## src/rtl/mannix_mem_line_packer_pkg.sv

```systemverilog
// Shared types and helpers for the Mannix DDR-to-SRAM line packer.
// Holds the FSM state enum and the last-beat byte mask function.
package mannix_mem_pkg;

  localparam int MASK_W = 128;

  typedef enum logic [1:0] {
    IDLE,
    FILL,
    WRITE,
    DONE
  } mem_pack_state_e;

  // Low nbytes bits set; zero means a full beat.
  function automatic logic [MASK_W-1:0] byte_mask(
    input int unsigned nbytes,
    input int unsigned nbt
  );
    logic [MASK_W-1:0] m;
    m = '0;
    for (int unsigned i = 0; i < MASK_W; i++) begin
      if (i < nbt && (nbytes == 0 || i < nbytes)) m[i] = 1'b1;
    end
    return m;
  endfunction

endpackage

```

## src/rtl/mannix_mem_line_packer_if.sv

```systemverilog
// DDR read-beat stream and SRAM line-write bus of the line packer.
// master: DDR client plus SRAM controller side; slave: the packer.
interface mannix_mem_line_packer_if #(
  parameter int DDR_W  = 64,
  parameter int BEATS  = 4,
  parameter int ADDR_W = 19
);
  localparam int LINE_W = DDR_W * BEATS;
  localparam int NB_W   = $clog2(DDR_W / 8) + 1;

  logic [DDR_W-1:0]    ddr_data;
  logic                ddr_valid;
  logic                ddr_last;
  logic [NB_W-1:0]     ddr_last_bytes;
  logic                ddr_ready;
  logic                sram_we;
  logic [ADDR_W-1:0]   sram_addr;
  logic [LINE_W-1:0]   sram_wdata;
  logic [LINE_W/8-1:0] sram_be;
  logic                sram_ready;

  modport master (
    output ddr_data, ddr_valid, ddr_last,
    output ddr_last_bytes, sram_ready,
    input  ddr_ready, sram_we, sram_addr,
    input  sram_wdata, sram_be
  );

  modport slave (
    input  ddr_data, ddr_valid, ddr_last,
    input  ddr_last_bytes, sram_ready,
    output ddr_ready, sram_we, sram_addr,
    output sram_wdata, sram_be
  );

endinterface

```

## src/rtl/mannix_mem_line_buf.sv

```systemverilog
// Single SRAM line buffer: masked slot writes, byte-enable accumulation
// and clear; bytes outside the mask are stored as zero.
module mannix_mem_line_buf #(
  parameter int DDR_W = 64,
  parameter int BEATS = 4,
  parameter int IDX_W = 2
) (
  input  logic                      clk,
  input  logic                      rst,
  input  logic                      clr,
  input  logic                      wr,
  input  logic [IDX_W-1:0]          idx,
  input  logic [DDR_W-1:0]          data,
  input  logic [DDR_W/8-1:0]        mask,
  output logic [DDR_W*BEATS-1:0]    line,
  output logic [DDR_W*BEATS/8-1:0]  be
);
  localparam int BB = DDR_W / 8;

  logic [DDR_W-1:0] masked;

  always_comb begin
    masked = '0;
    for (int i = 0; i < BB; i++) begin
      if (mask[i]) masked[i*8 +: 8] = data[i*8 +: 8];
    end
  end

  always_ff @(posedge clk) begin
    if (rst || clr) begin
      line <= '0;
      be   <= '0;
    end else if (wr) begin
      for (int s = 0; s < BEATS; s++) begin
        if (idx == IDX_W'(s)) begin
          line[s*DDR_W +: DDR_W] <= masked;
          be[s*BB +: BB]         <= mask;
        end
      end
    end
  end

endmodule

```

## src/rtl/mannix_mem_line_packer.sv

```systemverilog
// Packs BEATS DDR read beats into one SRAM line and writes lines to
// consecutive addresses from a programmed base; single buffer, no overlap.
module mannix_mem_line_packer
  import mannix_mem_pkg::*;
#(
  parameter int DDR_W  = 64,
  parameter int BEATS  = 4,
  parameter int ADDR_W = 19
) (
  input  logic                    clk,
  input  logic                    rst,
  input  logic                    start,
  input  logic [ADDR_W-1:0]       base_addr,
  mannix_mem_line_packer_if.slave bus,
  output logic                    busy,
  output logic                    done,
  output logic [ADDR_W-1:0]       line_cnt
);
  localparam int BB    = DDR_W / 8;
  localparam int IDX_W = (BEATS > 1) ? $clog2(BEATS) : 1;

  mem_pack_state_e state, next;

  logic [IDX_W-1:0]  beat_idx;
  logic [ADDR_W-1:0] addr_q;
  logic              last_q;
  logic              acc;
  logic              line_end;
  logic              clr;
  logic [MASK_W-1:0] full_mask;
  logic [BB-1:0]     beat_mask;

  assign acc      = (state == FILL) && bus.ddr_valid;
  assign line_end = (beat_idx == IDX_W'(BEATS - 1)) || bus.ddr_last;

  always_comb begin
    full_mask = byte_mask(
      bus.ddr_last ? 32'(bus.ddr_last_bytes) : 32'd0, BB);
    beat_mask = full_mask[BB-1:0];
  end

  always_ff @(posedge clk) begin
    if (rst) state <= IDLE;
    else     state <= next;
  end

  always_comb begin
    next          = state;
    bus.ddr_ready = 1'b0;
    bus.sram_we   = 1'b0;
    busy          = 1'b0;
    done          = 1'b0;
    clr           = 1'b0;
    unique case (state)
      IDLE: begin
        if (start) begin
          next = FILL;
          clr  = 1'b1;
        end
      end
      FILL: begin
        bus.ddr_ready = 1'b1;
        busy          = 1'b1;
        if (acc && line_end) next = WRITE;
      end
      WRITE: begin
        bus.sram_we = 1'b1;
        busy        = 1'b1;
        if (bus.sram_ready) begin
          clr  = 1'b1;
          next = last_q ? DONE : FILL;
        end
      end
      DONE: begin
        done = 1'b1;
        next = IDLE;
      end
      default: next = IDLE;
    endcase
  end

  always_ff @(posedge clk) begin
    if (rst) begin
      addr_q   <= '0;
      beat_idx <= '0;
      line_cnt <= '0;
      last_q   <= 1'b0;
    end else begin
      if (state == IDLE && start) begin
        addr_q   <= base_addr;
        beat_idx <= '0;
        line_cnt <= '0;
        last_q   <= 1'b0;
      end
      if (acc) begin
        beat_idx <= beat_idx + 1'b1;
        if (line_end) last_q <= bus.ddr_last;
      end
      if (state == WRITE && bus.sram_ready) begin
        addr_q   <= addr_q + 1'b1;
        line_cnt <= line_cnt + 1'b1;
        beat_idx <= '0;
      end
    end
  end

  assign bus.sram_addr = addr_q;

  mannix_mem_line_buf #(
    .DDR_W (DDR_W),
    .BEATS (BEATS),
    .IDX_W (IDX_W)
  ) u_buf (
    .clk  (clk),
    .rst  (rst),
    .clr  (clr),
    .wr   (acc),
    .idx  (beat_idx),
    .data (bus.ddr_data),
    .mask (beat_mask),
    .line (bus.sram_wdata),
    .be   (bus.sram_be)
  );

endmodule

```

## src/flat_wrapper.sv

```systemverilog
// flat-port wrapper written by rule: the top's interface ports become plain ports
module mannix_mem_line_packer_flat import mannix_mem_pkg::*;
#(
  parameter int DDR_W  = 64,
  parameter int BEATS  = 4,
  parameter int ADDR_W = 19
)
  (clk, rst, start, base_addr, busy, done, line_cnt, bus_ddr_data, bus_ddr_valid, bus_ddr_last, bus_ddr_last_bytes, bus_sram_ready, bus_ddr_ready, bus_sram_we, bus_sram_addr, bus_sram_wdata, bus_sram_be);
  mannix_mem_line_packer_if #(.DDR_W(DDR_W), .BEATS(BEATS), .ADDR_W(ADDR_W)) bus_i ();
  input  logic clk;
  input  logic rst;
  input  logic start;
  input  logic [ADDR_W-1:0] base_addr;
  output logic busy;
  output logic done;
  output logic [ADDR_W-1:0] line_cnt;
  input wire logic [$bits(bus_i.ddr_data)-1:0] bus_ddr_data;
  input wire logic [$bits(bus_i.ddr_valid)-1:0] bus_ddr_valid;
  input wire logic [$bits(bus_i.ddr_last)-1:0] bus_ddr_last;
  input wire logic [$bits(bus_i.ddr_last_bytes)-1:0] bus_ddr_last_bytes;
  input wire logic [$bits(bus_i.sram_ready)-1:0] bus_sram_ready;
  output wire logic [$bits(bus_i.ddr_ready)-1:0] bus_ddr_ready;
  output wire logic [$bits(bus_i.sram_we)-1:0] bus_sram_we;
  output wire logic [$bits(bus_i.sram_addr)-1:0] bus_sram_addr;
  output wire logic [$bits(bus_i.sram_wdata)-1:0] bus_sram_wdata;
  output wire logic [$bits(bus_i.sram_be)-1:0] bus_sram_be;
  assign bus_i.ddr_data = bus_ddr_data;
  assign bus_i.ddr_valid = bus_ddr_valid;
  assign bus_i.ddr_last = bus_ddr_last;
  assign bus_i.ddr_last_bytes = bus_ddr_last_bytes;
  assign bus_i.sram_ready = bus_sram_ready;
  assign bus_ddr_ready = bus_i.ddr_ready;
  assign bus_sram_we = bus_i.sram_we;
  assign bus_sram_addr = bus_i.sram_addr;
  assign bus_sram_wdata = bus_i.sram_wdata;
  assign bus_sram_be = bus_i.sram_be;
  mannix_mem_line_packer #(.DDR_W(DDR_W), .BEATS(BEATS), .ADDR_W(ADDR_W)) u_core (.clk(clk), .rst(rst), .start(start), .base_addr(base_addr), .bus(bus_i), .busy(busy), .done(done), .line_cnt(line_cnt));
endmodule
```

## config.mk

```make
export PLATFORM = sky130hd
export DESIGN_NAME = mannix_mem_line_packer_flat
export DESIGN_NICKNAME = d
export VERILOG_FILES = /design/src/rtl/mannix_mem_line_packer_pkg.sv /design/src/rtl/mannix_mem_line_packer_if.sv /design/src/rtl/mannix_mem_line_buf.sv /design/src/rtl/mannix_mem_line_packer.sv /design/src/flat_wrapper.sv
export SDC_FILE = /design/constraint.sdc
export NUM_CORES = 1
export LEC_CHECK = 0
export ABC_AREA = 0
export ABC_CLOCK_PERIOD_IN_PS = 2700
export CAP_MARGIN = 5
export CORE_MARGIN = 10
export CORE_UTILIZATION = 30
export DETAILED_ROUTE_END_ITERATION = 6
export GPL_TIMING_DRIVEN = 0
export MAX_ROUTING_LAYER = met4
export PLACE_DENSITY = 0.55
export SKIP_LAST_GASP = 1
export SLEW_MARGIN = 30
export SYNTH_ARGS = -nofsm -noshare
export SYNTH_HDL_FRONTEND = slang
export SYNTH_HIERARCHICAL = 1
export SYNTH_SLANG_ARGS = --single-unit
```

## constraint.sdc

```tcl
create_clock -name clk -period 2.7 [get_ports clk]
set_clock_uncertainty 0.05 [all_clocks]
set_input_delay 0.405 -clock clk [delete_from_list [all_inputs] [get_ports clk]]
set_output_delay 0.405 -clock clk [all_outputs]
set_load 0.01 [all_outputs]
```

# ---- After elaboration in Yosys (flattened, before gate mapping)
# Index checks and enable logic that the tools add are counted.
dict set report word_totals {
  elab_cells 97
  reg_bits 331
  out_inout_bits 330
  in_bits 93
}
dict set report classes {
  eq_ne 9
  n_addsub 3
  n_mux 38
  n_lt_le_gt_ge 8
  n_reduce_logical 26
}
# operator count
set ops {}
lappend ops {{3-bit by 32-bit less-than comparator with 1-bit output, first input constant} 4}
lappend ops {{19-bit 2-to-1 mux} 4}
lappend ops {{1-bit by 32-bit less-than comparator with 1-bit output, first input constant} 2}
lappend ops {{2-bit by 32-bit less-than comparator with 1-bit output, first input constant} 2}
lappend ops {{8-bit 2-to-1 mux} 8}
lappend ops {{19-bit by 1-bit adder with 19-bit output, second input constant} 2}
lappend ops {{32-bit zero test} 1}
lappend ops {{1-bit 2-to-1 mux} 17}
lappend ops {{2-bit 2-to-1 mux} 6}
lappend ops {{1-bit logical OR} 10}
lappend ops {{2-bit equality test, second input constant} 4}
lappend ops {{2-bit one-hot mux with 4 select lines} 1}
lappend ops {{2-bit AND reduction} 4}
lappend ops {{2-bit != test, second input constant} 3}
lappend ops {{2-bit by 1-bit equality test with 1-bit output, second input constant} 2}
lappend ops {{1-bit logical AND} 4}
lappend ops {{2-bit zero test} 2}
lappend ops {{4-bit 2-to-1 mux} 1}
lappend ops {{2-bit nonzero test} 2}
lappend ops {{2-bit OR reduction} 2}
lappend ops {{3-bit AND reduction} 1}
lappend ops {{2-bit by 1-bit adder with 2-bit output, second input constant} 1}
lappend ops {{1-bit one-hot mux with 2 select lines} 1}

# ---- Longest topological paths before layout
# Gate-level depths: netlist of the first run.
dict set report depth {
  ltp_word 5
  depth_mapped 11
}

# ---- Cells and area by module
# The synthesis of the first run kept the hierarchy.
# mod seq_area_each_um2 cells_per_inst area_each_um2 n_inst
set modules_own_cells {}
lappend modules_own_cells {mannix_mem_line_buf 5765.5 1053 12650.9 1}
lappend modules_own_cells {mannix_mem_line_packer 860.8 297 2429.8 1}

# ---- Least setup slack after synthesis of the first run
# Ideal clock, no wire load.
dict set report synth_timing {
  path_kind {input port to flip-flop}
  from {input port bus_ddr_last_bytes[0]}
  to {register u_core.u_buf.be[4]}
  stages 5
  t_arrival_ns 2.481
  slack_ns 0.098
  required_time_ns 2.578
  cell_sequence {o311ai_0 > a21o_1 > a21o_1 > or3b_4 > mux2i_1}
}
dict set report synth_via {
  elab_chain_len 4
}
# element line_no
set synth_lines {}
lappend synth_lines {{from (decl)} flat_wrapper.sv:20} ;# input wire logic [$bits(bus_i.ddr_last_bytes)-1:0] bus_ddr_last_bytes;
lappend synth_lines {{4-bit 2-to-1 mux *} mannix_mem_line_packer.sv:38} ;# bus.ddr_last ? 32'(bus.ddr_last_bytes) : 32'd0, BB);
lappend synth_lines {{3-bit by 32-bit less-than comparator with 1-bit output or 32-bit zero test (tied branches)} mannix_mem_line_packer_pkg.sv:22} ;# if (i < nbt && (nbytes == 0 || i < nbytes)) m[i] = 1'b1;
lappend synth_lines {{1-bit logical OR *} mannix_mem_line_packer_pkg.sv:22}
lappend synth_lines {{1-bit 2-to-1 mux *} mannix_mem_line_packer_pkg.sv:22}
lappend synth_lines {{named net u_core.beat_mask[4]} mannix_mem_line_packer.sv:31} ;# logic [BB-1:0] beat_mask;
lappend synth_lines {{to (signal, indexed assignment)} mannix_mem_line_buf.sv:37} ;# be[s*BB +: BB] <= mask;
lappend synth_lines {{to (decl)} mannix_mem_line_buf.sv:16} ;# output logic [DDR_W*BEATS/8-1:0] be
# The timed path passes the listed nets; every way through them passes the cells marked *.
# A chain may end at the register's enable or synchronous reset.

# ---- Final worst setup path of the first run
dict set report layout_timing {
  from {register u_core.state[0]}
  to {register u_core.u_buf.line[25]}
}
dict set report layout_via {
  elab_chain_len 3
}
# element line_no
set layout_lines {}
lappend layout_lines {{from (decl)} mannix_mem_line_packer.sv:22} ;# mem_pack_state_e state, next;
lappend layout_lines {{from (signal assigned)} mannix_mem_line_packer.sv:44} ;# else state <= next;
lappend layout_lines {{2-bit equality test or 2-bit zero test (tied branches)} mannix_mem_line_packer.sv:54} ;# unique case (state)
lappend layout_lines {{1-bit one-hot mux with 2 select lines *} mannix_mem_line_packer.sv:54}
lappend layout_lines {{named net u_core.clr} mannix_mem_line_packer.sv:29} ;# logic clr;
lappend layout_lines {{1-bit logical OR *} mannix_mem_line_buf.sv:30} ;# if (rst || clr) begin
lappend layout_lines {{to (signal, indexed assignment)} mannix_mem_line_buf.sv:36} ;# line[s*DDR_W +: DDR_W] <= masked;
lappend layout_lines {{to (decl)} mannix_mem_line_buf.sv:15} ;# output logic [DDR_W*BEATS-1:0] line,
# Marked as above.

==> reports/metrics.cfg, run 1 <==
[outcome]
status=completed

[timing]
setup_viol=0
slew-limit-headroom_pct=57.5
finalCritPeriodShare_pct=94.2
tns_ns=0
final_hold_viol_count=0
setup_slack_ns=0.156
period_minus_slack_ns=2.54
worst_slew_pin_slew_ns=0.638
slew_viol_final=0
fmax_ghz=0.393

[die]
die_w_um=244
io_pins=423
die_y_um=244
rows=82
dieArea_sq_mm=0.0596
initial_core_util_pct=30.2
core_sq_mm=0.0500

[cts]
clock_latency_ns=0.54
cts-htree-levels=2
clock-sinks=331
root_buffer=clkbuf_16
cts_buffers=40
clk_pin_slew_ns=0.06
cts_buffer_depth=3
cts_tree=done

[yosys]
async_flop_share_pct=0
synth_edf_count=0
synth_top_cells_by_area=dfxtp_1 44%, mux2i_1 19%, or3b_1 17%, nand4bb_1 4.8%, clkbuf_1 2.0%
synth.avg_cell_area_sq_um=11.2
synth.top_cells.by_count=331 x dfxtp_1, 290 x mux2i_1, 289 x or3b_1
ys_types=62
yosysMostFrequentCell=dfxtp_1
yosys_register_bits=331
yosys_most_used_dff=dfxtp_1
yosys.area.top_type=dfxtp_1
synth_top_area_share_pct=43.9
syn_area_sq_mm=0.0151
yosysWarnings=6
yosysSeqAreaShare_pct=43.9
synthCells=1350

[drt]
vias=12636
final_antenna_net_count=0
drtPass1Iterations=5
via_per_inst=5.00
wl_um=61600
post_drt_wl_per_cell_um=24.4
detail_route.iter0.violations=775
drc=0

[power_and_ir_drop]
p_leak_nw=8.87
power.total_mw=14.4
ir_drop_mv=0.404
cellPowerDensity_mw_per_mm2=667

[critical_path]
path_max_fanout=10
path_class=reg -> reg
critPathCaptureType=register
cpLargestDelayFamily=buffers and inverters
worstPathRequired_ns=3.13
critical-path-max-stage-delay_ns=0.42
cp_cell_sequence=inv_1 > ha_4 > and2_1 > nor2_4 > inv_1 > buf_6 > buf_6 > clkbuf_1 > or3b_1 > mux2i_1
start_kind=register
cp_num_buf_inv=5
crit_slowest_cell=or3b_1
crit_arrival_ns=2.97

[worst_hold_path]
hold_class=in -> reg

[place]
hpwl_um=46500
place.gp.congestion=0.879
io_buffer_count=422
pre_cts_slack_ns=-1.03

[grt]
antenna_found_initial=4
grt_max_degree=13
grt_pass1_wl_um=89800
track_usage_pct=20.4
first_global_vias=12930
grt_overflow=0

[cells_and_area]
areaGrowthSynthToFinish_pct=43.3
drive_above_1_share_pct=8.32
final_nets=1923

[flow_run]
max_cap_viol_count=0

==> cells in the final DEF (no fill, tap or decap), drive strengths merged, types with 9 or more instances in the layout <==
master | Yosys | layout
nand4bb | 64 | 64
clkbuf | 82 | 140
nor2 | 23 | 23
or4 | 9 | 9
nand3 | 20 | 20
nand2 | 26 | 26
o21ai | 17 | 17
buf | 44 | 49
a21oi | 18 | 18
mux2i | 290 | 290
a31oi | 11 | 11
clkdlybuf4s50 | 0 | 422
or3 | 9 | 9
inv | 9 | 10
or3b | 297 | 297
conb | 1 | 9
dfxtp | 331 | 331
nand4 | 9 | 9
==> routing by layer <==
| metal | share of wire (%) | track usage (%) |
|---|---|---|
| met1 | 44 | 25.6 |
| met2 | 47 | 32.5 |
| met3 | 7.5 | 5.34 |
| met4 | 1.7 | 4.33 |
| met5 | 0 | - |
==> report_power, final <==
| group | switching, mW | total, mW | internal, mW |
|---|---|---|---|
| sequential | 0.196 | 5.27 | 5.08 |
| clock | 2.19 | 5.59 | 3.40 |
| combinational | 2.13 | 3.57 | 1.43 |
| total | 4.52 | 14.4 | 9.91 |
==> kinds of logic after synthesis <==
logic type      after synthesis  synth area share [%]
simple gates                488                  26.8
mux                         297                  19.8
xor+xnor                      3                 0.174
buf+inv                     136                  4.80
flops                       331                  43.9
fa+ha+maj                     7                 0.581
other cells                   1                0.0249
compound gates               87                  3.86
==> area by class of cell <==
type                    instances  area (sq um)
diodes                          3          7.51
plain buffers                 125           699
clock buffers                  62          1180
clock inverters                 9           165
fillers                      4835         28400
inverters                      10          37.5
multi-input cells             891          7810
flip-flops and latches        331          6630
well taps                     672           841
repair buffers                424          4240
==> worst register-to-register path, cell delays in order, from the launching register on <==
cell and delay (ns):
dfxtp_1 0.38, inv_1 0.12, ha_4 0.23, and2_1 0.23
nor2_4 0.13, inv_1 0.13, buf_6 0.21, buf_6 0.18
clkbuf_1 0.25, or3b_1 0.42, mux2i_1 0.15
==> worst paths after layout <==
| check | endpoint | slack [ns] | depth (start not counted) | start |
|---|---|---|---|---|
| max | u_core/u_buf/line[25]$_SDFFE_PP0P_ | 0.16 | 10 | u_core/state[0]$_SDFFE_PP0P_ |
| min | u_core/bus.sram_addr[5]$_SDFFE_PP0P_ | 0.40 | 3 | base_addr[5] |
| min reg2reg | u_core/line_cnt[16]$_SDFFE_PP0P_ | 0.46 | 1 | u_core/line_cnt[16]$_SDFFE_PP0P_ |
| max reg2reg | u_core/u_buf/line[25]$_SDFFE_PP0P_ | 0.16 | 10 | u_core/state[0]$_SDFFE_PP0P_ |
==> state kept, by name (all words and copies together), names as in the netlist <==
register and cells:
u_core/line_cnt 19, u_core/bus.sram_addr 19, u_core/u_buf/be 32, u_core/u_buf/line 256, u_core/last_q 1, u_core/state 2
u_core/beat_idx 2
==> metrics by stage <==
step / cell area [sq um] / util [%] / cells / hold WS [ns]
2_1_floorplan: 15100 / - / 1358 / 0.430
5_1_grt: 21600 / 43.3 / 2527 / 0.395
3_5_place_dp: 20200 / 40.4 / 2453 / 0.446
3_3_place_gp: 20200 / 40.4 / 2452 / 0.437
6_report: 21600 / 43.3 / 2527 / 0.403
4_1_cts: 21600 / 43.2 / 2524 / 0.357
==> what timing repair did <==
| action | 4_1_cts | 5_1_grt |
|---|---|---|
| resized for setup | 9 | 28 |
| endpoints found under the setup margin | 288 | 286 |
| setup buffers | 1 | 0 |
| hold buffers | 0 | 0 |
| pin swaps | 1 | 0 |
Power figures use the tool's default switching activity.
==> inputs of run 2 (changes only) <==
- ABC_CLOCK_PERIOD_IN_PS: 2700 -> 2600
- CTS_BUF_LIST: not set -> sky130_fd_sc_hd__clkbuf_4 sky130_fd_sc_hd__clkbuf_8
- PLACE_DENSITY: 0.55 -> 0.53
- clock period: 2.7 -> 2.6 ns (I/O delays scaled with it)
==> run 2 against run 1 <==
Combinational power grew 5%. Worst hold slack lost 0.15 ns. First-iteration DRC count is 0.39% higher. Clock power shrank 7.0%. Critical path type unchanged. Largest cell class unchanged. Largest power group is now registers.
==> reports/metrics.cfg, run 2 (same netlist as run 1, synthesis figures left out) <==
[grt]
track_usage_pct=20.3  ; -0.076 points
antenna_found_initial=3  ; -1
grt_max_degree=18  ; +5
grt_overflow=0  ; unchanged
grt_pass1_wl_um=89400  ; -0.51%
first_global_vias=13097  ; +1.3%

[die]
dieArea_sq_mm=0.0596  ; unchanged
rows=82  ; unchanged
die_y_um=244  ; unchanged
core_sq_mm=0.0500  ; unchanged
initial_core_util_pct=30.2  ; unchanged
io_pins=423  ; unchanged
die_w_um=244  ; unchanged

[place]
dpl_cell_area_sq_mm=0.0202  ; unchanged
dp.cells=2453  ; unchanged
io_buffer_count=422  ; unchanged
place.gp.congestion=0.847  ; -3.6%
hpwl_um=45900  ; -1.4%

[drt]
drtPass1Iterations=5  ; unchanged
vias=12663  ; +0.21%
drc=0  ; unchanged
detail_route.iter0.violations=778  ; +0.39%
wl_um=61300  ; -0.51%
post_drt_wl_per_cell_um=24.0  ; -1.7%
via_per_inst=4.95  ; -1.0%
final_antenna_net_count=0  ; unchanged

[cells_and_area]
seq_area_sq_mm=0.00663  ; about the same
fillers=4829  ; -0.12%
reg_top3=u_core/u_buf/line: 256 flops, u_core/u_buf/be: 32 flops
drive_above_1_share_pct=11.5  ; +3.2 points
largest_register=u_core/u_buf/line
layout_commonest_cell=clkdlybuf4s50_1
instances_no_fill=2558  ; +1.2%
final_area_sq_mm=0.0216  ; -0.27%
final_nets=1943  ; +1.0%
final_cell_mix=422 x clkdlybuf4s50_1, 329 x dfxtp_1, 290 x mux2i_1
areaGrowthSynthToFinish_pct=42.9
largest_register_ff_count=256  ; unchanged
multi_input_area_sq_mm=0.00782  ; about the same

[power_and_ir_drop]
combPwrFrac_pct=26.1  ; +1.4 points
ir_drop_mv=0.299  ; -26%
switchingPower_mw=4.71  ; +4.2%
cellPowerDensity_mw_per_mm2=670  ; +0.36%
power.total_mw=14.4  ; about the same
pwr-share-clk_pct=36.0  ; -2.7 points
seqPwrFrac_pct=37.9  ; +1.3 points
p_leak_nw=8.94  ; +0.85%
internal-power_mw=9.73  ; -1.8%
switching_share_pct=32.6  ; +1.3 points

[flow_run]
max_cap_viol_count=0  ; unchanged

[worst_hold_path]
hold_class=in -> reg

[critical_path]
cp_num_buf_inv=5  ; unchanged
critical-path-max-stage-delay_ns=0.41  ; about the same
critPathCaptureType=register
path_class=reg -> reg
crit_path_frequent_cell=inv_1
path_max_fanout=11  ; +1
start_kind=register
cpLargestDelayFamily=buffers and inverters
cp_cell_sequence=inv_1 > ha_4 > and2_2 > nor2_4 > inv_1 > buf_8 > buf_6 > clkbuf_2 > or3b_1 > mux2i_1
worstPathRequired_ns=3.13  ; about the same
crit_slowest_cell=or3b_1
crit_arrival_ns=3.03  ; +0.06 ns

[cts]
clock-sinks=331  ; unchanged
hold_buffers=0  ; unchanged
cts-htree-levels=2  ; unchanged
clock_latency_ns=0.66  ; +0.12 ns
cts_buffer_depth=3  ; unchanged
root_buffer=clkbuf_8
cts_buffers=60  ; +50%
cts_tree=done
clk_pin_slew_ns=0.06  ; about the same

[timing]
final_hold_viol_count=0  ; unchanged
fmax_ghz=0.400  ; +1.7%
worst_slew_pin_slew_ns=0.662  ; +0.0245 ns
finalCritPeriodShare_pct=96.2  ; +2.0 points
slew-limit-headroom_pct=55.9  ; -1.6 points
slew_viol_final=0  ; unchanged
grt_setup_unrepaired=false
setup_viol=0  ; unchanged
whs_ns=0.250  ; -0.153 ns
period_minus_slack_ns=2.50  ; -0.0427 ns

[outcome]
status=completed

run 2: cell count changes in the layout (fill, tap and decap cells not counted), moves of 3 or more:
| cell | previous run | this run |
|---|---|---|
| clkinv_2 | 1 | 5 |
| clkbuf_1 | 77 | 51 |
| clkbuf_8 | 10 | 74 |
| buf_2 | 27 | 32 |
| clkbuf_2 | 13 | 23 |
| clkbuf_4 | 0 | 20 |
| clkbuf_16 | 40 | 0 |
| bufinv_16 | 4 | 1 |
run 2: what timing repair did:
item,in CTS,in global routing
cloned,0,0
pin swaps,1,0
gates resized for setup,30,29
setup endpoints to repair,292,281
setup buffers,1,0
run 2: metal layers:
metal	vias to the layer above	wire [um]	share of wire, %	track usage, %
li1	6044	-	-	-
met1	6123	27200	44	25.0
met2	412	28800	47	32.7
met3	84	3880	6.3	4.59
met4	0	1470	2.4	6.05
met5	-	0	0	-
run 2: through the flow:
stage	utilization (%)	setup WS [ns]	TNS (ns)
2_1_floorplan	-	0.0126	0
3_3_place_gp	40.4	-2.47	-462.80
3_5_place_dp	40.4	-1.17	-313.18
4_1_cts	43.0	0.0540	0
5_1_grt	43.1	0.00472	0
6_report	43.1	0.0982	0
run 2: final timing paths:
check | from | endpoint | slack, ns | depth (start not counted)
setup / recovery | u_core/state[0]$_SDFFE_PP0P_ | u_core/u_buf/line[163]$_SDFFE_PP0P_ | 0.1 | 10
hold / removal | base_addr[8] | u_core/bus.sram_addr[8]$_SDFFE_PP0P_ | 0.25 | 3
hold reg to reg | u_core/state[0]$_SDFFE_PP0P_ | u_core/state[1]$_SDFFE_PP0P_ | 0.47 | 2
setup reg to reg | u_core/state[0]$_SDFFE_PP0P_ | u_core/u_buf/line[163]$_SDFFE_PP0P_ | 0.1 | 10
run 2: power by group through the flow:
stage	logic, mW	registers [mW]	clock network (mW)
2_1_floorplan	1.96	5.61	0
3_5_place_dp	3.69	5.57	0
4_1_cts	3.78	5.47	5.39
5_1_grt	4.05	5.50	5.60
6_report	3.76	5.47	5.20
3_3_place_gp	3.67	5.57	0
run 2: area by class of cell:
| cell class | count | area share (%) |
|---|---|---|
| plain buffers | 125 | 3.37 |
| flip-flops and latches | 331 | 30.8 |
| diodes | 3 | 0.0348 |
| inverters | 10 | 0.174 |
| repair buffers | 424 | 19.7 |
| well taps | 672 | 3.90 |
| multi-input cells | 891 | 36.3 |
| clock inverters | 9 | 0.435 |
| clock buffers | 93 | 5.39 |
run 2: worst reg2reg max path, delay by kind of cell (launching register included):
family                     cells  cell delay [ns]
DFF                            1             0.35
adders and majority gates      1             0.23
and+or+nand+nor                3             0.81
muxes                          1             0.14
buffers and inverters          5             0.85
